**config.mk**
```make
export PLATFORM = sky130hd
export DESIGN_NAME = wb_write_arbiter
export DESIGN_NICKNAME = d
export VERILOG_FILES = /design/src/rtl/wb_arb_pkg.sv /design/src/rtl/wb_arb_fifo.sv /design/src/rtl/wb_write_arbiter.sv
export SDC_FILE = /design/constraint.sdc
export NUM_CORES = 1
export LEC_CHECK = 0
export CORE_ASPECT_RATIO = 1.5
export CORE_MARGIN = 5
export CORE_UTILIZATION = 46
export CTS_CLUSTER_DIAMETER = 100
export DETAILED_ROUTE_END_ITERATION = 10
export GPL_ROUTABILITY_DRIVEN = 1
export MAX_ROUTING_LAYER = met4
export PLACE_DENSITY = 0.8
export SLEW_MARGIN = 20
export SYNTH_ARGS = -nofsm -noshare
export SYNTH_HDL_FRONTEND = slang
export SYNTH_SLANG_ARGS = --single-unit
```
**constraint.sdc**
```tcl
create_clock -name clk_i -period 4.9 [get_ports clk_i]
set_input_delay 1.47 -clock clk_i [delete_from_list [all_inputs] [get_ports clk_i]]
set_output_delay 1.47 -clock clk_i [all_outputs]
set_load 0.1 [all_outputs]
```
**src/rtl/wb_arb_pkg.sv**
```systemverilog
// Shared types and constants for the register-file write-port arbiter.
package wb_arb_pkg;

  localparam int REG_ADDR_W = 5;
  localparam int DATA_W     = 32;
  localparam int NUM_REGS   = 1 << REG_ADDR_W;

  // IDLE: no buffered MDU results; PENDING: FIFO non-empty;
  // FORCE: one-cycle pipeline stall to drain the starved FIFO head.
  typedef enum logic [1:0] {
    IDLE,
    PENDING,
    FORCE
  } wb_arb_state_t;

  typedef struct packed {
    logic [REG_ADDR_W-1:0] addr;
    logic [DATA_W-1:0]     data;
  } wb_arb_entry_t;

  // One-hot decode of a destination register number.
  function automatic logic [NUM_REGS-1:0] addr_onehot(input logic [REG_ADDR_W-1:0] addr);
    logic [NUM_REGS-1:0] oh;
    oh       = '0;
    oh[addr] = 1'b1;
    return oh;
  endfunction

endpackage

```
**src/rtl/wb_arb_fifo.sv**
```systemverilog
// Small synchronous FIFO of MDU results. Exposes its occupancy, the head
// entry and a per-slot valid/address view for pending-destination tracking.
module wb_arb_fifo
  import wb_arb_pkg::*;
#(
  parameter int DEPTH = 2,
  parameter int CNT_W = $clog2(DEPTH + 1)
) (
  input  logic                                  clk,
  input  logic                                  rst,
  input  logic                                  push,
  input  wb_arb_entry_t                         push_entry,
  input  logic                                  pop,
  output logic [CNT_W-1:0]                      count,
  output wb_arb_entry_t                         head,
  output logic [DEPTH-1:0]                      entry_valid,
  output logic [DEPTH-1:0][REG_ADDR_W-1:0]      entry_addr
);

  localparam int PTR_W = $clog2(DEPTH);

  wb_arb_entry_t    mem [DEPTH];
  logic [PTR_W-1:0] wr_ptr;
  logic [PTR_W-1:0] rd_ptr;

  // Pointer, occupancy and slot-valid bookkeeping; pointers wrap naturally
  // because DEPTH is a power of two.
  // NOTE: sequential state uses non-blocking assignments so every flop in
  // this block samples the pre-edge values, independent of statement order.
  always_ff @(posedge clk) begin
    if (rst) begin
      wr_ptr      <= '0;
      rd_ptr      <= '0;
      count       <= '0;
      entry_valid <= '0;
    end else begin
      if (push) begin
        wr_ptr              <= wr_ptr + PTR_W'(1);
        entry_valid[wr_ptr] <= 1'b1;
      end
      if (pop) begin
        rd_ptr              <= rd_ptr + PTR_W'(1);
        entry_valid[rd_ptr] <= 1'b0;
      end
      case ({push, pop})
        2'b10:   count <= count + CNT_W'(1);
        2'b01:   count <= count - CNT_W'(1);
        default: count <= count;
      endcase
    end
  end

  // Payload storage.
  // NOTE: the data array is deliberately not reset; entry_valid alone says
  // which slots mean anything, so clearing the payload would only cost logic.
  always_ff @(posedge clk) begin
    if (push) begin
      mem[wr_ptr] <= push_entry;
    end
  end

  assign head = mem[rd_ptr];

  // Address view of every slot for the pending-destination mask.
  always_comb begin
    for (int i = 0; i < DEPTH; i++) begin
      entry_addr[i] = mem[i].addr;
    end
  end

endmodule

```
**src/rtl/wb_write_arbiter.sv**
```systemverilog
// Arbitrates the single register-file write port between the in-order
// writeback stream and buffered MDU results. The pipeline wins by default;
// a starvation counter forces one MDU write by stalling the pipeline.
module wb_write_arbiter
  import wb_arb_pkg::*;
#(
  parameter int DEPTH        = 2,
  parameter int STARVE_LIMIT = 4
) (
  input  logic                  clk_i,
  input  logic                  rst_i,
  input  logic [REG_ADDR_W-1:0] WB_reg_write_address_i,
  input  logic [DATA_W-1:0]     WB_reg_write_data_i,
  input  logic                  WB_ctrl_reg_write_i,
  input  logic                  mdu_valid_i,
  input  logic [REG_ADDR_W-1:0] mdu_address_i,
  input  logic [DATA_W-1:0]     mdu_data_i,
  output logic                  mdu_ready_o,
  output logic                  rf_write_enable_o,
  output logic [REG_ADDR_W-1:0] rf_write_address_o,
  output logic [DATA_W-1:0]     rf_write_data_o,
  output logic                  stall_o,
  output logic [NUM_REGS-1:0]   pending_mask_o
);

  localparam int CNT_W  = $clog2(DEPTH + 1);
  localparam int WAIT_W = $clog2(STARVE_LIMIT + 1);
  localparam logic [CNT_W-1:0]  DEPTH_C       = CNT_W'(DEPTH);
  localparam logic [WAIT_W-1:0] LAST_DENIAL_C = WAIT_W'(STARVE_LIMIT - 1);

  wb_arb_state_t                    state_q;
  logic [WAIT_W-1:0]                wait_cnt_q;
  logic [CNT_W-1:0]                 fifo_count;
  logic [CNT_W-1:0]                 count_after;
  wb_arb_entry_t                    head;
  wb_arb_entry_t                    push_entry;
  logic [DEPTH-1:0]                 entry_valid;
  logic [DEPTH-1:0][REG_ADDR_W-1:0] entry_addr;
  logic                             pipe_req;
  logic                             push;
  logic                             pop;
  logic                             grant_pipe;
  logic                             grant_head;
  logic [NUM_REGS-1:0]              mask_c;

  // Writes to x0 are architecturally discarded, so they never compete.
  assign pipe_req = WB_ctrl_reg_write_i && (WB_reg_write_address_i != '0);

  // Acceptance is based on registered occupancy only; a same-cycle pop does
  // not open a slot. Address-0 results are accepted and silently dropped.
  assign mdu_ready_o = !rst_i && (fifo_count < DEPTH_C);
  assign push        = mdu_valid_i && mdu_ready_o && (mdu_address_i != '0);
  assign push_entry  = '{addr: mdu_address_i, data: mdu_data_i};

  wb_arb_fifo #(
    .DEPTH (DEPTH),
    .CNT_W (CNT_W)
  ) u_fifo (
    .clk         (clk_i),
    .rst         (rst_i),
    .push        (push),
    .push_entry  (push_entry),
    .pop         (pop),
    .count       (fifo_count),
    .head        (head),
    .entry_valid (entry_valid),
    .entry_addr  (entry_addr)
  );

  // Per-cycle grant decision from the registered state and live request.
  // NOTE: every signal written here gets a default first so no path leaves
  // it unassigned, which would otherwise infer a latch.
  always_comb begin
    grant_pipe = 1'b0;
    grant_head = 1'b0;
    if (!rst_i) begin
      case (state_q)
        FORCE:   grant_head = 1'b1;
        PENDING: begin
          if (pipe_req) grant_pipe = 1'b1;
          else          grant_head = 1'b1;
        end
        IDLE:    grant_pipe = pipe_req;
        default: ;
      endcase
    end
  end

  assign pop                = grant_head;
  assign count_after        = fifo_count + CNT_W'(push) - CNT_W'(pop);
  assign rf_write_enable_o  = grant_pipe || grant_head;
  assign rf_write_address_o = grant_head ? head.addr : WB_reg_write_address_i;
  assign rf_write_data_o    = grant_head ? head.data : WB_reg_write_data_i;
  assign stall_o            = !rst_i && (state_q == FORCE);

  // State and starvation counter; FORCE always lasts exactly one cycle and
  // the counter clears whenever the head is written.
  always_ff @(posedge clk_i) begin
    if (rst_i) begin
      state_q    <= IDLE;
      wait_cnt_q <= '0;
    end else begin
      case (state_q)
        FORCE: begin
          state_q    <= (count_after != '0) ? PENDING : IDLE;
          wait_cnt_q <= '0;
        end
        PENDING: begin
          if (pipe_req) begin
            if (wait_cnt_q == LAST_DENIAL_C) begin
              state_q    <= FORCE;
              wait_cnt_q <= '0;
            end else begin
              wait_cnt_q <= wait_cnt_q + WAIT_W'(1);
            end
          end else begin
            state_q    <= (count_after != '0) ? PENDING : IDLE;
            wait_cnt_q <= '0;
          end
        end
        IDLE: begin
          state_q    <= (count_after != '0) ? PENDING : IDLE;
          wait_cnt_q <= '0;
        end
        default: begin
          state_q    <= IDLE;
          wait_cnt_q <= '0;
        end
      endcase
    end
  end

  // Destinations still owed a write by the MDU, for the hazard unit.
  always_comb begin
    mask_c = '0;
    for (int i = 0; i < DEPTH; i++) begin
      if (entry_valid[i]) mask_c |= addr_onehot(entry_addr[i]);
    end
  end

  assign pending_mask_o = rst_i ? '0 : mask_c;

endmodule
```
==> results_dict.tcl <==
set metrics [dict create \
    final_util_pct 74.7 \
    fin_crit_sh_pct 97.9 \
    cp_cell_sequence "clkdlybuf4s50_1 > and4bb_4 > a221oi_4 > nor2_4 > buf_12 > mux2_4 > buf_12" \
    ir_drop_uv 247 \
    overflow 0 \
    fin_nets 568 \
    power.density_mw_per_mm2 285 \
    die_y_um 130 \
    slew_viol_final 0 \
    numCtsBuffers 9 \
    io_pins 150 \
    ant_nets 0 \
    drc 0 \
    path_class "in -> out" \
    cts_hold_buf 0 \
    ys_warn_count 0 \
    synth_top_family_by_area "multiplexers" \
    cts_num_sinks 86 \
    dpl_cell_area_mm2 0.00681 \
    fmax_ghz 0.208 \
    synthFlopType "edfxtp_1" \
    drt_iter0_markers 187 \
    slowest_stage "clkdlybuf4s50_1" \
    synthTopCellsByArea "edfxtp_1, mux2_2, mux2_4" \
    worstReg2RegStart "state_q[0]" \
    syn_avg_cell_area_um2 13.3 \
    floorplan.die_area_mm2 0.0118 \
    root_buffer "clkbuf_16" \
    dpl_worst_slack_ns 0.0475 \
    clk_pin_slew_ns 0.06 \
    syn2layout_area_growth_pct 61.0 \
    grt_pass1_vias 3485 \
    synthMuxAreaShare_pct 20.3 \
    slew_headroom_pct 26.7 \
    synthCells 334 \
    grt_setup_unrepaired "false" \
    rows 44 \
    dp_hpwl_um 8420 \
    cp.arrival_ns 3.33 \
    rrSetupSlack_ns 2.08 \
    cts_setup_buffers 0 \
    cts_tree "yes" \
    synth_top_area_share_pct 50.0 \
    clk_latency_ns 0.33 \
    gp_congestion 0.936 \
    hold_end "wait_cnt_q[0]" \
    die_x_um 90.3 \
    antenna_found_initial 0 \
    synth-xor-area-share_pct 1.18 \
    crit_required_ns 3.43 \
    whs_ns 0.419 \
    vias_per_cell 5.44 \
    min_period_ns 4.80 \
    worstMarginPinSlew_ns 1.10 \
    worst_slack_ns 0.104 \
    static-leakage-power_nw 2.60 \
    final_cell_mix "clkdlybuf4s50_1, buf_12, edfxtp_1, mux2_2, nor2_1" \
    start_kind "input port" \
    endpoint_kind "output port" \
    synth-edff-count 74 \
    whs_path_depth 1 \
    syn_area_mm2 0.00445 \
    yosys.area_share.simple_pct 9.46 \
    first_pass_iters 4 \
    htree_num_levels 3 \
    synthDistinctLibCells 33 \
    seq_area_frac_synth_pct 55.4 \
    initial_core_util_pct 46.4 \
    finClkSkew_ns 0.00756 \
    stdcell_count 601 \
    maxCapViolCount 0 \
    synthArstFlopShare_pct 0 \
    grt_max_degree 43 \
    diodes 0 \
    rr_endpoint "state_q[0]" \
    wl_per_cell_um 18.1 \
    core_mm2 0.00958 \
    synth_compound_area_share_pct 7.99 \
    final_layout_size_suffix_gt1_share_pct 36.6 \
    via_count 3272 \
    postLayoutCellArea_mm2 0.00716 \
    placedCellCount 585 \
    yosysTopAreaCell "edfxtp_1" \
    setup_viol 0 \
    io_buffer_count 149 \
    worst-path-buf-inv 3 \
    track_usage_pct 19.1 \
    outcome "finished clean" \
    fin_total_pwr_mw 2.04 \
    clock_path_buffers 2 \
    synthAdderAreaFrac_pct 2.53 \
    ys_ff_latch 86 \
    crit_path_max_fanout 24 \
    syn-num-nets 421 \
    critPathMaxStageDelay_ns 0.50 \
    cpMostUsedCell "buf_12" \
    hold_viol 0 \
    layout_commonest_cell "clkdlybuf4s50_1" \
    reg2reg_depth 13 \
    grt_pass1_wl_um 17300 \
    final.setup.tns_ns 0 \
    routed_wl_um 10900 \
    hold_path_class "reg -> reg" \
    cpLargestDelayFamily "buffers and inverters" \
    hp-start "wait_cnt_q[0]" \
]
-- per-layer routing --
layer	track usage, %	vias up	wire length, um
li1	-	1553	-
met1	19.3	1560	3810
met2	35.0	139	6260
met3	4.52	20	592
met4	8.59	0	206
met5	-	-	0
-- cells in the mapped netlist, types with 3 or more instances --
library cell	count
edfxtp_1	74
mux2_2	55
nor2_1	47
a22oi_1	32
mux2_4	19
clkbuf_1	14
dfxtp_1	12
inv_1	10
ha_1	9
nor3b_1	8
and3b_1	6
nand2_1	6
xnor2_1	5
a21oi_1	4
and3_1	4
buf_6	3
nor3_1	3
o21ai_0	3
-- area by class of cell --
cell class              instances  area (um2)
clock buffers                   9         225
clock inverters                 7         120
fillers                       611        2420
inverters                      10        37.5
multi-input cells             218        1860
flip-flops and latches         86        2460
well taps                     115         144
repair buffers                156        2300
-- how the worst max path moves through the flow --
stage | startpoint | end | slack, ns | cells after the start
finish | WB_reg_write_address_i[4] | rf_write_data_o[16] | 0.10 | 7
global route | WB_reg_write_address_i[4] | rf_write_data_o[9] | 0.04 | 7
CTS | WB_reg_write_address_i[0] | rf_write_data_o[7] | 0.05 | 7
detailed placement | WB_reg_write_address_i[0] | rf_write_data_o[7] | 0.05 | 7
global placement | WB_reg_write_address_i[0] | rf_write_data_o[2] | 0.12 | 7
floorplan | WB_reg_write_address_i[0] | rf_write_enable_o | 0.06 | 3
-- cells by family (layout without fill, tap and decap cells) --
group	Yosys count	in the layout
adder cells (fa/ha/maj)	9	9
buffers and inverters	30	182
multiplexers	74	74
flip-flops	86	86
AND/OR/NAND/NOR	83	83
XOR/XNOR	6	6
AO/OA/AOI/OAI	46	46
-- worst register-to-register path, stage by stage, from the launching register on --
cell	delay, ns
dfxtp_1	0.37
inv_1	0.10
ha_1	0.37
and4bb_4	0.24
a221oi_4	0.32
nor2_4	0.09
buf_12	0.17
ha_1	0.28
inv_1	0.04
ha_1	0.18
xnor2_1	0.13
xnor2_1	0.13
o21ai_0	0.19
o22ai_1	0.10
-- state kept, by name, indices dropped and copies added, names as in the netlist, named ones only --
signal / count
u_fifo.wr_ptr: 1
u_fifo.mem: 74
state_q: 2
u_fifo.rd_ptr: 1
u_fifo.count: 2
wait_cnt_q: 3
u_fifo.entry_valid: 2
-- power breakdown --
part	leakage [nW]	internal (mW)	switching, mW
combinational	1.66	0.188	0.239
clock	0.166	0.500	0.269
sequential	0.777	0.827	0.0183
-- repair_timing --
item                                   in CTS  in global routing
resized for setup                           0                  1
endpoints found under the hold margin       0                  0
setup endpoints to repair                   0                 21
(Power assumes the default switching activity.)
